===== src/rtl/overcooked_pkg.sv =====
// Shared game encodings (player state, facing direction, station tiles) for the
// player controller and sprite renderer, plus the pick-up/put-down rule table.
package overcooked_pkg;

  typedef enum logic [1:0] {
    DIR_LEFT  = 2'd0,
    DIR_RIGHT = 2'd1,
    DIR_UP    = 2'd2,
    DIR_DOWN  = 2'd3
  } dir_e;

  typedef enum logic [3:0] {
    ST_NOTHING       = 4'd0,
    ST_CHOPPING      = 4'd1,
    ST_ONION_WHOLE   = 4'd2,
    ST_ONION_CHOPPED = 4'd3,
    ST_POT_EMPTY     = 4'd4,
    ST_POT_RAW       = 4'd5,
    ST_POT_COOKED    = 4'd6,
    ST_BOWL_EMPTY    = 4'd7,
    ST_BOWL_FULL     = 4'd8,
    ST_EXT_OFF       = 4'd9,
    ST_EXT_ON        = 4'd10
  } pstate_e;

  typedef enum logic [2:0] {
    STN_FLOOR      = 3'd0,
    STN_COUNTER    = 3'd1,
    STN_ONION_BIN  = 3'd2,
    STN_BOARD      = 3'd3,
    STN_STOVE      = 3'd4,
    STN_BOWL_STACK = 3'd5,
    STN_SERVE      = 3'd6,
    STN_EXT_STAND  = 3'd7
  } station_e;

  typedef enum logic [1:0] {
    FSM_IDLE    = 2'd0,
    FSM_PENDING = 2'd1,
    FSM_CHOP    = 2'd2
  } fsm_e;

  typedef struct packed {
    logic       hit;
    logic       place;
    logic [3:0] item;
    pstate_e    on_ack;
    logic       serve;
  } rule_t;

  // Takes report item 0; only a place names the item handed to the world.
  function automatic rule_t eval_rule(input pstate_e held, input station_e stn,
                                      input logic [3:0] sitem);
    rule_t r;
    r.hit    = 1'b0;
    r.place  = 1'b0;
    r.item   = 4'd0;
    r.on_ack = held;
    r.serve  = 1'b0;
    if (held == ST_NOTHING) begin
      case (stn)
        STN_ONION_BIN: begin
          r.hit    = 1'b1;
          r.on_ack = ST_ONION_WHOLE;
        end
        STN_BOWL_STACK: begin
          r.hit    = 1'b1;
          r.on_ack = ST_BOWL_EMPTY;
        end
        STN_EXT_STAND: begin
          r.hit    = 1'b1;
          r.on_ack = ST_EXT_OFF;
        end
        STN_COUNTER, STN_BOARD, STN_STOVE: begin
          if (sitem != 4'd0) begin
            r.hit    = 1'b1;
            r.on_ack = pstate_e'(sitem);
          end
        end
        default: ;
      endcase
    end else begin
      r.place  = 1'b1;
      r.item   = held;
      r.on_ack = ST_NOTHING;
      if (stn == STN_COUNTER && sitem == 4'd0) begin
        r.hit = 1'b1;
      end else if (held == ST_ONION_WHOLE && stn == STN_BOARD && sitem == 4'd0) begin
        r.hit = 1'b1;
      end else if (held == ST_ONION_CHOPPED && (stn == STN_COUNTER || stn == STN_STOVE) &&
                   sitem == ST_POT_EMPTY) begin
        r.hit = 1'b1;
      end else if (held == ST_POT_COOKED && stn == STN_COUNTER && sitem == ST_BOWL_EMPTY) begin
        r.hit    = 1'b1;
        r.on_ack = ST_POT_EMPTY;
      end else if (held == ST_BOWL_FULL && stn == STN_SERVE) begin
        r.hit   = 1'b1;
        r.serve = 1'b1;
      end else if ((held == ST_EXT_OFF || held == ST_EXT_ON) && stn == STN_EXT_STAND &&
                   sitem == 4'd0) begin
        r.hit = 1'b1;
      end
    end
    return r;
  endfunction

endpackage


===== src/rtl/chop_timer.sv =====
// Frame-tick counter; done_o pulses combinationally on the tick that completes
// FRAMES ticks, after which the count restarts from zero (it never wraps).
module chop_timer #(
  parameter  int unsigned FRAMES = 90,
  localparam int unsigned W      = $clog2(FRAMES + 1)
) (
  input  logic clk_i,
  input  logic rst_n_i,
  input  logic clear_i,
  input  logic tick_i,
  output logic done_o
);

  localparam logic [W-1:0] LAST = W'(FRAMES - 1);

  logic [W-1:0] cnt_q, cnt_d;

  assign done_o = tick_i && !clear_i && (cnt_q == LAST);

  always_comb begin
    cnt_d = cnt_q;
    if (clear_i || done_o) begin
      cnt_d = '0;
    end else if (tick_i) begin
      cnt_d = cnt_q + W'(1);
    end
  end

  always_ff @(posedge clk_i) begin
    if (!rst_n_i) begin
      cnt_q <= '0;
    end else begin
      cnt_q <= cnt_d;
    end
  end

endmodule


===== src/rtl/player_action_ctrl.sv =====
// Player action controller: take/place handshake with the world, chopping and
// extinguisher spray; sprite-facing outputs only change on frame ticks.
module player_action_ctrl
  import overcooked_pkg::*;
#(
  parameter int unsigned CHOP_FRAMES = 90
) (
  input  logic       pixel_clk_in,
  input  logic       rst_n_in,
  input  logic       frame_tick_in,
  input  logic [3:0] dir_in,
  input  logic       action_in,
  input  logic       chop_in,
  input  logic       spray_in,
  input  logic [2:0] station_in,
  input  logic [3:0] station_item_in,
  input  logic       ack_in,
  output logic [1:0] player_direction,
  output logic [3:0] player_state,
  output logic       req_valid_out,
  output logic       req_place_out,
  output logic [3:0] req_item_out,
  output logic       chop_done_out,
  output logic       served_out
);

  fsm_e       fsm_q, fsm_d;
  dir_e       dir_q, dir_d;
  pstate_e    state_q, state_d;
  pstate_e    ack_state_q, ack_state_d;
  dir_e       out_dir_q;
  pstate_e    out_state_q;
  logic       req_valid_q, req_valid_d;
  logic       req_place_q, req_place_d;
  logic [3:0] req_item_q, req_item_d;
  logic       serve_q, serve_d;

  rule_t      rule;
  logic       chop_abort;
  logic       timer_clear;
  logic       timer_done;

  assign rule        = eval_rule(state_q, station_e'(station_in), station_item_in);
  assign chop_abort  = !chop_in || (station_in != STN_BOARD);
  assign timer_clear = (fsm_q != FSM_CHOP) || chop_abort;

  chop_timer #(.FRAMES(CHOP_FRAMES)) u_chop_timer (
    .clk_i   (pixel_clk_in),
    .rst_n_i (rst_n_in),
    .clear_i (timer_clear),
    .tick_i  (frame_tick_in),
    .done_o  (timer_done)
  );

  always_comb begin
    fsm_d       = fsm_q;
    dir_d       = dir_q;
    state_d     = state_q;
    ack_state_d = ack_state_q;
    req_valid_d = req_valid_q;
    req_place_d = req_place_q;
    req_item_d  = req_item_q;
    serve_d     = serve_q;

    if (frame_tick_in && state_q != ST_CHOPPING && $onehot(dir_in)) begin
      if (dir_in[3])      dir_d = DIR_UP;
      else if (dir_in[2]) dir_d = DIR_DOWN;
      else if (dir_in[1]) dir_d = DIR_LEFT;
      else                dir_d = DIR_RIGHT;
    end

    case (fsm_q)
      FSM_IDLE: begin
        if (action_in && rule.hit) begin
          fsm_d       = FSM_PENDING;
          req_valid_d = 1'b1;
          req_place_d = rule.place;
          req_item_d  = rule.item;
          ack_state_d = rule.on_ack;
          serve_d     = rule.serve;
        end else if (chop_in && state_q == ST_NOTHING && station_in == STN_BOARD &&
                     station_item_in == ST_ONION_WHOLE) begin
          fsm_d   = FSM_CHOP;
          state_d = ST_CHOPPING;
        end else if (state_q == ST_EXT_OFF && spray_in) begin
          state_d = ST_EXT_ON;
        end else if (state_q == ST_EXT_ON && !spray_in) begin
          state_d = ST_EXT_OFF;
        end
      end
      FSM_PENDING: begin
        // Everything but ack is ignored here, including an action on the ack cycle.
        if (ack_in) begin
          fsm_d       = FSM_IDLE;
          state_d     = ack_state_q;
          req_valid_d = 1'b0;
          serve_d     = 1'b0;
        end
      end
      FSM_CHOP: begin
        if (chop_abort || timer_done) begin
          fsm_d   = FSM_IDLE;
          state_d = ST_NOTHING;
        end
      end
      default: fsm_d = FSM_IDLE;
    endcase
  end

  always_ff @(posedge pixel_clk_in) begin
    if (!rst_n_in) begin
      fsm_q       <= FSM_IDLE;
      dir_q       <= DIR_DOWN;
      state_q     <= ST_NOTHING;
      ack_state_q <= ST_NOTHING;
      out_dir_q   <= DIR_DOWN;
      out_state_q <= ST_NOTHING;
      req_valid_q <= 1'b0;
      req_place_q <= 1'b0;
      req_item_q  <= 4'd0;
      serve_q     <= 1'b0;
    end else begin
      fsm_q       <= fsm_d;
      dir_q       <= dir_d;
      state_q     <= state_d;
      ack_state_q <= ack_state_d;
      req_valid_q <= req_valid_d;
      req_place_q <= req_place_d;
      req_item_q  <= req_item_d;
      serve_q     <= serve_d;
      // Copy next-state values so a change made on a tick cycle shows that same frame.
      if (frame_tick_in) begin
        out_dir_q   <= dir_d;
        out_state_q <= state_d;
      end
    end
  end

  assign player_direction = out_dir_q;
  assign player_state     = out_state_q;
  assign req_valid_out    = req_valid_q;
  assign req_place_out    = req_place_q;
  assign req_item_out     = req_item_q;
  assign chop_done_out    = (fsm_q == FSM_CHOP) && timer_done;
  assign served_out       = (fsm_q == FSM_PENDING) && ack_in && serve_q;

endmodule


===== config.mk =====
export PLATFORM = sky130hd
export DESIGN_NAME = player_action_ctrl
export DESIGN_NICKNAME = d
export VERILOG_FILES = /design/src/rtl/overcooked_pkg.sv /design/src/rtl/chop_timer.sv /design/src/rtl/player_action_ctrl.sv
export SDC_FILE = /design/constraint.sdc
export NUM_CORES = 1
export LEC_CHECK = 0
export CELL_PAD_IN_SITES_DETAIL_PLACEMENT = 0
export CELL_PAD_IN_SITES_GLOBAL_PLACEMENT = 1
export CORE_ASPECT_RATIO = 0.5
export CORE_MARGIN = 3
export CORE_UTILIZATION = 42
export DETAILED_ROUTE_END_ITERATION = 12
export PLACE_DENSITY = 0.81
export SYNTH_ARGS = -nofsm -noshare
export SYNTH_HDL_FRONTEND = slang
export SYNTH_SLANG_ARGS = --single-unit

===== constraint.sdc =====
create_clock -name pixel_clk_in -period 3.85 [get_ports pixel_clk_in]
set_input_delay 0.77 -clock pixel_clk_in [delete_from_list [all_inputs] [get_ports pixel_clk_in]]
set_output_delay 0.77 -clock pixel_clk_in [all_outputs]
set_load 0.1 [all_outputs]

==> results.py <==
metrics = {
    "outcome": {
        "status": "finished, final reports clean",
    },
    "timing": {
        "slew-limit-headroom": 0.3510,
        "min_period_ns": 3.183,
        "fin_skew_ns": 0.006511,
        "maxSlewViolCount": 0,
        "hold_viol": 0,
        "fmax_ghz": 0.3142,
        "tightest_slew_ns": 0.9705,
        "setup_viol": 0,
        "rsz0062_at_grt": "false",
        "finalCritPeriodShare": 0.8267,
        "fin_tns_setup_ns": 0,
    },
    "place": {
        "dpl_cell_area_um2": 2228,
        "portBuffers": 31,
        "dp_hpwl_um": 3508,
        "gp_congestion": 0.8684,
    },
    "power_and_ir_drop": {
        "pwr_density_cell_nw_per_um2": 364.5,
        "comb_power_share": 0.205,
        "finalPower_w": 0.0008527,
        "p_int_w": 0.0005973,
        "p_switching_w": 0.0002554,
        "p_leak_nw": 0.8419,
        "seqPwrFrac": 0.418,
        "power.share.clock": 0.377,
        "peakVddDrop_mv": 0.2038,
        "netSwitchingFraction": 0.2996,
    },
    "critical_path": {
        "cp_max_fo": 13,
        "path_cells": "clkdlybuf4s50_1 > and4b_1 > nand3_1 > nor2b_1 > buf_12",
        "path_class": "in2out",
        "required_ns": 3.08,
        "crit-reg2reg-launch": "state_q[1]",
        "worstSetupStartpoint": "station_in[0]",
        "cp-start-kind": "primary input",
        "cp-end-kind": "output port",
        "crit_slowest_cell": "clkdlybuf4s50_1",
        "critPathMaxStageDelay_ns": 0.74,
        "crit_arrival_ns": 2.41,
    },
    "synth": {
        "seq_area_frac_synth": 0.3397,
        "syn_inst": 240,
        "yosysUniqueCellTypes": 55,
        "postSynthRegisterBits": 32,
        "synthFlopType": "dfxtp_1",
        "yosysWarningCount": 0,
        "syn_area_per_cell_um2": 7.856,
        "synth_nets": 263,
        "async_reset_ff_frac": 0,
        "synth_edf_count": 0,
        "netlist_area_um2": 1886,
    },
    "clocking": {
        "ctsHoldBuffers": 0,
        "cts_tree": "built",
        "cts_buffer_depth": 2,
        "cts_resized": 0,
        "cts_setup_buffers": 0,
        "worstSkewPairLatency_ns": 0.29,
        "root_buffer": "clkbuf_8",
        "cts_sinks": 32,
        "cts.htree.levels": 2,
        "cts_buffers": 5,
        "clkTransAtPathRegs_ns": 0.07,
    },
    "layout": {
        "fin_nets": 290,
        "fin_area_um2": 2340,
        "drive_above_1_share": 0.1007,
        "n_antenna_cell": 0,
        "final_cell_mix": "33 x nand2_1, 32 x dfxtp_1, 29 x clkdlybuf4s50_1",
        "area_delta_synth_final_pct": 24.09,
        "layout_commonest_cell": "nand2_1",
    },
    "global_route": {
        "grt_max_degree": 20,
        "grt_pass1_wl_um": 8100,
        "grt_overflow": 0,
        "grt_usage": 0.1978,
        "antenna_found_initial": 0,
        "first_global_vias": 1656,
    },
    "drt": {
        "vias_per_cell": 5.413,
        "wirelength_um": 4725,
        "first_pass_iters": 4,
        "drc_errors": 0,
        "drt_iter0_markers": 56,
        "num_vias": 1743,
        "detail-route-antenna-nets": 0,
        "wire_per_inst_um": 14.67,
    },
    "die": {
        "core-area_um2": 4104,
        "die-area_um2": 5378,
        "io_pins": 32,
        "die_w_um": 100.8,
        "initial_core_util": 0.4595,
        "die_h_um": 53.38,
        "fp-row-count": 16,
    },
    "worst_hold_path": {
        "hp-class": "reg2reg",
        "min-delay-start": "req_item_out[1]",
    },
    "run": {
        "maxCapViolCount": 0,
    },
}
-- power by group through the flow --
stage / sequential [W] / clock (W) / combinational (W)
final: 0.000356 / 0.000321 / 0.000175
after global routing: 0.000358 / 0.000351 / 0.000190
after CTS: 0.000356 / 0.000331 / 0.000175
after detailed placement: 0.000364 / 0 / 0.000175
after global placement: 0.000364 / 0 / 0.000171
after floorplan: 0.000398 / 0 / 0.0000863
-- cell usage after synthesis (2+ instances only) --
cell | count | area, µm²
nand3b_1 | 2 | 15.01
a21oi_1 | 27 | 135.1
nor2b_1 | 3 | 18.77
a211oi_1 | 4 | 30.03
nor4_1 | 3 | 18.77
a31oi_1 | 5 | 31.28
nand3_1 | 6 | 30.03
nor2_1 | 27 | 101.4
inv_1 | 12 | 45.04
mux2i_1 | 4 | 40.04
xnor2_1 | 3 | 26.28
ha_1 | 4 | 50.05
dfxtp_1 | 32 | 640.6
xor2_1 | 5 | 43.79
and4b_1 | 2 | 20.02
nand2_1 | 33 | 123.9
nand2b_1 | 3 | 18.77
nand4_1 | 5 | 31.28
clkbuf_1 | 10 | 37.54
and3_1 | 2 | 12.51
o22ai_1 | 2 | 12.51
a21o_1 | 2 | 15.01
nor3_1 | 4 | 20.02
o21ai_0 | 9 | 45.04
-- cells by family (layout without fill, tap and decap cells) --
group                    after synthesis  after routing  share of synthesized area
buffers and inverters                 27             55                    0.06038
flip-flops                            32             32                     0.3397
adder cells (fa/ha/maj)                6              6                    0.04247
AO/OA/AOI/OAI                         60             60                     0.2110
XOR/XNOR                               8              8                    0.03716
multiplexers                           6              6                    0.03517
AND/OR/NAND/NOR                      101            101                     0.2741
-- worst max-delay path, delay by kind of cell --
family	cells	cell delay, ns
and+or+nand+nor	3	0.69
buffers and inverters	2	0.95
-- state kept, by name, indices dropped and copies added (netlist names) --
| register | flops |
|---|---|
| player_state | 4 |
| ack_state_q | 4 |
| fsm_q | 2 |
| req_item_out | 4 |
| state_q | 4 |
| u_chop_timer.cnt_q | 7 |
| serve_q | 1 |
| req_valid_out | 1 |
| player_direction | 2 |
| dir_q | 2 |
| req_place_out | 1 |
-- layout make-up --
type	count	area, µm²
fill	415	1764
multi-input combinational	181	1131
sequential	32	640.6
timing repair buffer	34	340.3
clock buffer	5	68.82
tap	54	67.56
inverter	13	48.80
clock inverter	3	42.54
-- metal layers --
| layer | vias up | share of wire | GRT usage |
|---|---|---|---|
| met3 | 6 | 0.049 | 0.05000 |
| met5 | - | 0 | 0 |
| met2 | 34 | 0.42 | 0.3072 |
| met1 | 803 | 0.52 | 0.2668 |
| li1 | 900 | - | - |
| met4 | 0 | 0.011 | 0.06711 |
-- path summary, 6_finish.rpt --
kind,end,slack (ns),cells after the start
hold reg to reg,req_item_out[1],0.45,2
setup / recovery,chop_done_out,0.67,5
hold / removal,req_item_out[1],0.45,2
setup reg to reg,serve_q,1.54,6
-- stage by stage --
step / cells / setup slack [ns] / utilization / hold slack (ns)
2_1_floorplan: 240 / 0.2383 / - / 0.4312
3_3_place_gp: 314 / 0.5644 / 0.5430 / 0.4408
3_5_place_dp: 314 / 0.4069 / 0.5430 / 0.4474
4_1_cts: 322 / 0.6627 / 0.5701 / 0.4573
5_1_grt: 322 / 0.5526 / 0.5701 / 0.4744
6_report: 322 / 0.6670 / 0.5701 / 0.4538
No activity file was read; power rests on OpenSTA's default activity.
==> RTL edit 1: new RTL, same flow settings <==
Change the parameter `CHOP_FRAMES` from 90 to 180.
--- a/src/rtl/player_action_ctrl.sv
+++ b/src/rtl/player_action_ctrl.sv
@@ -3,7 +3,7 @@
 module player_action_ctrl
   import overcooked_pkg::*;
 #(
-  parameter int unsigned CHOP_FRAMES = 90
+  parameter int unsigned CHOP_FRAMES = 180
 ) (
   input  logic       pixel_clk_in,
   input  logic       rst_n_in,
Formal check against the unedited RTL: same outputs for any inputs over 4 cycles, from zero or initial values and one cycle with rst_n_in low; that may be too few to reach the edited logic, so the function may still have changed.
==> RTL edit 1 against the original RTL <==
Synthesized cell count up 1.3%; clock skew down 0.0019 ns; power rose by 8.5%; routed wire length shrank 0.53%; area after synthesis is 0.33% lower; setup slack lost 0.19 ns; sequential cell count rose by 1; cell area is 0.70% higher; critical path type unchanged.
==> RTL edit 1: results (changes against the original RTL) <==
Outcome
  – Status: finished clean

Clock network
  – H-tree levels: 2 (unchanged)
  – Root Driver: clkbuf_8
  – Worst-path clk slew: 0.07 ns (about the same)
  – Post-CTS sizing: 0 (unchanged)
  – Clock Latency Late Sink: 0.29 ns (about the same)
  – Number of post-CTS setup repair buffers: 0 (unchanged)
  – Num CTS Buffers: 5 (unchanged)
  – Maximum clock path buffer count: 2 (unchanged)

Final layout
  – Fin cells: 325 (+0.93%)
  – N_diodes: 0 (unchanged)
  – Max reg flops: 8 (+1)
  – Nets@finish: 292 (+0.69%)
  – Share of cells above drive strength 1: 7.01% (-3.1 points)
  – Reg with most FFs: u_chop_timer.cnt_q
  – Fillers: 382 (-8.0%)

Global route
  – GR Util All Layers: 18.9% (-0.90 points)
  – Pin count of the biggest net entering global routing: 25 (+25%)
  – Vias in the first global route: 1,629 (-1.6%)
  – Global-route wire length before repair: 7800 um (-3.7%)
  – Initial antenna violation count: 0 (unchanged)

Placement
  – Port Buf Inserts: 31 (unchanged)
  – Final Wtd Congestion: 0.821 (-5.4%)
  – Placed cells: 317 (+0.96%)
  – Hpwl dp: 3360 um (-4.2%)

Synthesis
  – XOR/XNOR Fraction of Synth Area: 4.19% (+0.48 points)
  – Mapped Nets: 265 (+0.76%)
  – Synth Warn #: 0 (unchanged)
  – Compound-Gate Fraction of Synth Area: 20.5% (-0.60 points)
  – Mux cell area share after synthesis: 2.13% (-1.4 points)
  – Sequential cell area fraction in the yosys report: 35.2% (+1.2 points)
  – Ys async rst share: 0% (unchanged)
  – Largest cells by area after synthesis: dfxtp_1 35%, nand2_1 7.4%, a21oi_1 4.3%
  – Ys flop type: dfxtp_1
  – Synth Area per Inst: 7.73 um^2 (-1.6%)
  – Netlist cell types: 50 (-9.1%)
  – Synth top cells by count: 37 x nand2_1, 33 x dfxtp_1, 21 x nor2_1, 16 x a21oi_1, 16 x o21ai_0
  – Post-Synth Adder-Cell Area: 3.06% (-1.2 points)

STA
  – Clk_skew: 0.00462 ns (-0.00190 ns)
  – Slew Limit Headroom: 35.0% (-0.083 points)

Power and ir drop
  – Worst vdd ir: 279 uV (+37%)
  – Static Leak: 0.894 nW (+6.2%)

Setup path
  – Largest fanout on the critical path: 11 (-2)

Detailed routing
  – Wire per inst: 14.5 um (-1.4%)
  – Number of DRC markers in iteration 0: 104 (+86%)
  – Drt first pass iters: 4 (unchanged)
  – Vias after detailed routing: 1,768 (+1.4%)

Hold path
  – Hold crit path type: flop to flop
-- RTL edit 1: stage by stage --
stage	cell area (um^2)	power (W)	worst slack, ns
global route	2360	0.000974	0.415
finish	2360	0.000925	0.477
floorplan	1890	0.000534	0.0134
detailed placement	2240	0.000596	0.376
CTS	2360	0.000936	0.494
global placement	2240	0.000593	0.502
-- RTL edit 1: layout make-up --
class,instances,area share (%)
Tap cell,54,2.87
Inverter,12,1.91
Sequential cell,33,28.0
Timing Repair Buffer,35,14.8
Clock inverter,3,1.96
Clock buffer,5,2.92
Multi-Input combinational cell,183,47.5
-- RTL edit 1: final timing paths --
kind	depth (start not counted)	slack, ns	startpoint	to
worst max-delay path	5	0.48	station_in[2]	chop_done_out
worst min-delay path	2	0.46	req_item_out[3]$_SDFFE_PN0P_	req_item_out[3]$_SDFFE_PN0P_
worst max register to register	7	1.14	state_q[0]$_SDFF_PN0_	ack_state_q[0]$_SDFFE_PN0P_
worst min register to register	2	0.46	req_item_out[3]$_SDFFE_PN0P_	req_item_out[3]$_SDFFE_PN0P_
-- RTL edit 1: report_power, final --
part | total [W] | switching [W] | leakage [nW] | internal, W
clock network | 0.000336 | 0.000143 | 0.0543 | 0.000194
logic | 0.000210 | 0.000137 | 0.572 | 0.0000733
registers | 0.000379 | 0.0000209 | 0.268 | 0.000358
-- RTL edit 1: critical path, stage by stage --
cell	delay, ns
clkdlybuf4s50_1	0.61
and4b_1	0.47
nand2_1	0.10
nor4_2	0.42
buf_12	0.23
-- RTL edit 1: cell families (layout without fill, tap and decap cells) --
group / count (synthesis) / after routing
simple gates: 106 / 106
mux: 4 / 4
buf+inv: 27 / 55
flops: 33 / 33
fa+ha+maj: 4 / 4
xor+xnor: 9 / 9
compound gates: 60 / 60
-- RTL edit 1: layer usage --
layer,vias up,track usage (%),wire (um)
met5,-,0,0
met3,5,5.00,240
met1,815,26.0,2500
met2,35,29.2,1930
met4,0,4.70,31
li1,913,-,-
==> RTL edit 2: new RTL, same settings <==
Made on the original files. Encoding of `fsm_e`: now one-hot (3 bits for 3 states).
--- a/src/rtl/overcooked_pkg.sv
+++ b/src/rtl/overcooked_pkg.sv
@@ -34,10 +34,10 @@
     STN_EXT_STAND  = 3'd7
   } station_e;
 
-  typedef enum logic [1:0] {
-    FSM_IDLE    = 2'd0,
-    FSM_PENDING = 2'd1,
-    FSM_CHOP    = 2'd2
+  typedef enum logic [2:0] {
+    FSM_IDLE    = 3'b001,
+    FSM_PENDING = 3'b010,
+    FSM_CHOP    = 3'b100
   } fsm_e;
 
   typedef struct packed {
Formal check against the unedited RTL: no difference found for any inputs over 4 cycles, from zero or initial values and one cycle with rst_n_in low; so few cycles prove little.
==> RTL edit 2 against the original RTL <==
Global-route usage is 1.0 points lower; sequential cell count rose by 1; core utilization down 0.074 points; sequential power is 5.6% higher; area after synthesis rose by 3.6%; cell area increased by 1.8%; routed wire length grew 0.38%; hold slack better by 0.019 ns; fmax fell by 3.7%; power is 1.7% higher; non-clock buffer count rose by 1; setup slack lost 0.12 ns; register-to-register slack lost 0.10 ns; critical path type unchanged.
==> RTL edit 2: results (changes against the original RTL) <==
Power and ir drop
  – Static Leak: 0.880 nW (+4.6%)
  – Worst vdd ir: 173 uV (-15%)
  – Switch share: 32.6% (+2.7 points)

Detailed routing
  – Vias after detailed routing: 1,768 (+1.4%)
  – Drt total wl: 4740 um (+0.38%)
  – Drt first pass iters: 4 (unchanged)
  – Number of DRC markers in iteration 0: 60 (+7.1%)

STA
  – Clk_skew: 0.00357 ns (-0.00294 ns)
  – Slew Limit Headroom: 34.8% (-0.27 points)
  – Post-layout worst setup margin: 0.545 ns (-0.122 ns)

Synthesis
  – Count leader, synth: dfxtp_1
  – Post-Synth Adder-Cell Area: 3.59% (-0.66 points)
  – Compound-Gate Fraction of Synth Area: 24.3% (+3.2 points)
  – Sequential cell area fraction in the yosys report: 33.8% (-0.17 points)
  – Largest cells by area after synthesis: dfxtp_1 34%, nor2_1 5.4%, a21oi_1 4.6%
  – Synth Warn #: 0 (unchanged)
  – Mux cell area share after synthesis: 2.56% (-0.96 points)
  – Ys async rst share: 0% (unchanged)
  – XOR/XNOR Fraction of Synth Area: 3.59% (-0.13 points)
  – Netlist cell types: 56 (+1.8%)
  – Mapped Nets: 261 (-0.76%)
  – Synth top cells by count: 33 x dfxtp_1, 28 x nor2_1, 18 x a21oi_1, 14 x nand2_1, 13 x inv_1

Global route
  – Global-route wire length before repair: 8000 um (-1.2%)
  – Vias in the first global route: 1,680 (+1.4%)
  – Initial antenna violation count: 0 (unchanged)
  – GR Util All Layers: 18.7% (-1.0 points)
  – Pin count of the biggest net entering global routing: 21 (+5.0%)

Clock network
  – Num CTS Buffers: 5 (unchanged)
  – Post-CTS sizing: 0 (unchanged)
  – # hold bufs at CTS: 0 (unchanged)
  – H-tree levels: 2 (unchanged)
  – Clock Latency Late Sink: 0.27 ns (-0.02 ns)
  – Root Driver: clkbuf_8
  – Worst-path clk slew: 0.06 ns
  – Maximum clock path buffer count: 2 (unchanged)
  – Number of post-CTS setup repair buffers: 0 (unchanged)

Final layout
  – Max reg flops: 7 (unchanged)
  – N_diodes: 0 (unchanged)
  – Nets@finish: 286 (-1.4%)
  – Reg with most FFs: u_chop_timer.cnt_q
  – Share of cells above drive strength 1: 8.37% (-1.7 points)

Setup path
  – Largest fanout on the critical path: 17 (+4)
  – Reg2Reg Setup Slack: 1.44 ns (-0.10 ns)
  – CP max stage cell: clkdlybuf4s50_1
  – Worst path max stage delay: 0.71 ns (-0.03 ns)
  – Critical path arrival: 2.53 ns (+0.12 ns)

Placement
  – Final Wtd Congestion: 0.842 (-3.1%)
  – Port Buf Inserts: 31 (unchanged)
  – Dpl ws: 0.432 ns (+0.0247 ns)
  – Hpwl dp: 3460 um (-1.4%)

Outcome
  – Status: finished clean

Hold path
  – Hold crit path type: flop to flop
RTL edit 2: changes by cell type in the layout (fill, tap and decap cells not counted), moves of 3 or more:
cell,before,now
nor2b_1,3,6
o21a_1,1,4
o21ai_1,0,3
a21oi_1,27,18
a22oi_1,0,3
nor3_1,4,7
nand2_1,33,14
RTL edit 2: cell families after synthesis:
logic type	count (synthesis)
flip-flops	33
multiplexers	5
buffers and inverters	30
AND/OR/NAND/NOR	91
AO/OA/AOI/OAI	66
XOR/XNOR	8
adder cells (fa/ha/maj)	5
RTL edit 2: worst paths after layout:
path / start / to / cells after the start
worst min register to register: dir_q[0]$_SDFF_PN1_ / dir_q[0]$_SDFF_PN1_ / 2
worst min-delay path: dir_q[0]$_SDFF_PN1_ / dir_q[0]$_SDFF_PN1_ / 2
worst max-delay path: station_in[2] / chop_done_out / 5
worst max register to register: state_q[2]$_SDFF_PN0_ / req_item_out[2]$_SDFFE_PN0P_ / 7
RTL edit 2: worst max-delay path, delay by kind of cell:
| family | cells | cell delay, ns |
|---|---|---|
| and+or+nand+nor | 3 | 0.84 |
| buffers and inverters | 2 | 0.91 |
RTL edit 2: per-stage QoR:
stage | util, % | total power (W) | instances | hold WS [ns] | instance area [um^2]
floorplan | - | 0.000553 | 238 | 0.443 | 1950
global placement | 54.9 | 0.000614 | 310 | 0.459 | 2300
detailed placement | 54.9 | 0.000615 | 310 | 0.463 | 2300
CTS | 56.9 | 0.000875 | 317 | 0.475 | 2380
global route | 56.9 | 0.000914 | 317 | 0.504 | 2380
finish | 56.9 | 0.000867 | 317 | 0.473 | 2380
RTL edit 2: per-layer routing:
layer | up-vias | wire [um] | track usage (%)
met4 | 0 | 22 | 5.45
li1 | 891 | - | -
met2 | 38 | 2040 | 29.8
met1 | 837 | 2480 | 25.7
met3 | 2 | 207 | 4.20
met5 | - | 0 | 0
RTL edit 2: cell type report:
class	count	area [um^2]
clock buffers	7	86.3
fillers	386	1800
inverters	13	48.8
multi-input cells	175	1160
flip-flops and latches	33	661
well taps	54	67.6
repair buffers	35	360
RTL edit 2: power groups by stage:
stage	registers, W	logic, W	clock network (W)
finish	0.000376	0.000233	0.000259
global route	0.000379	0.000253	0.000282
CTS	0.000375	0.000233	0.000266
detailed placement	0.000383	0.000232	0
floorplan	0.000427	0.000127	0
global placement	0.000383	0.000231	0
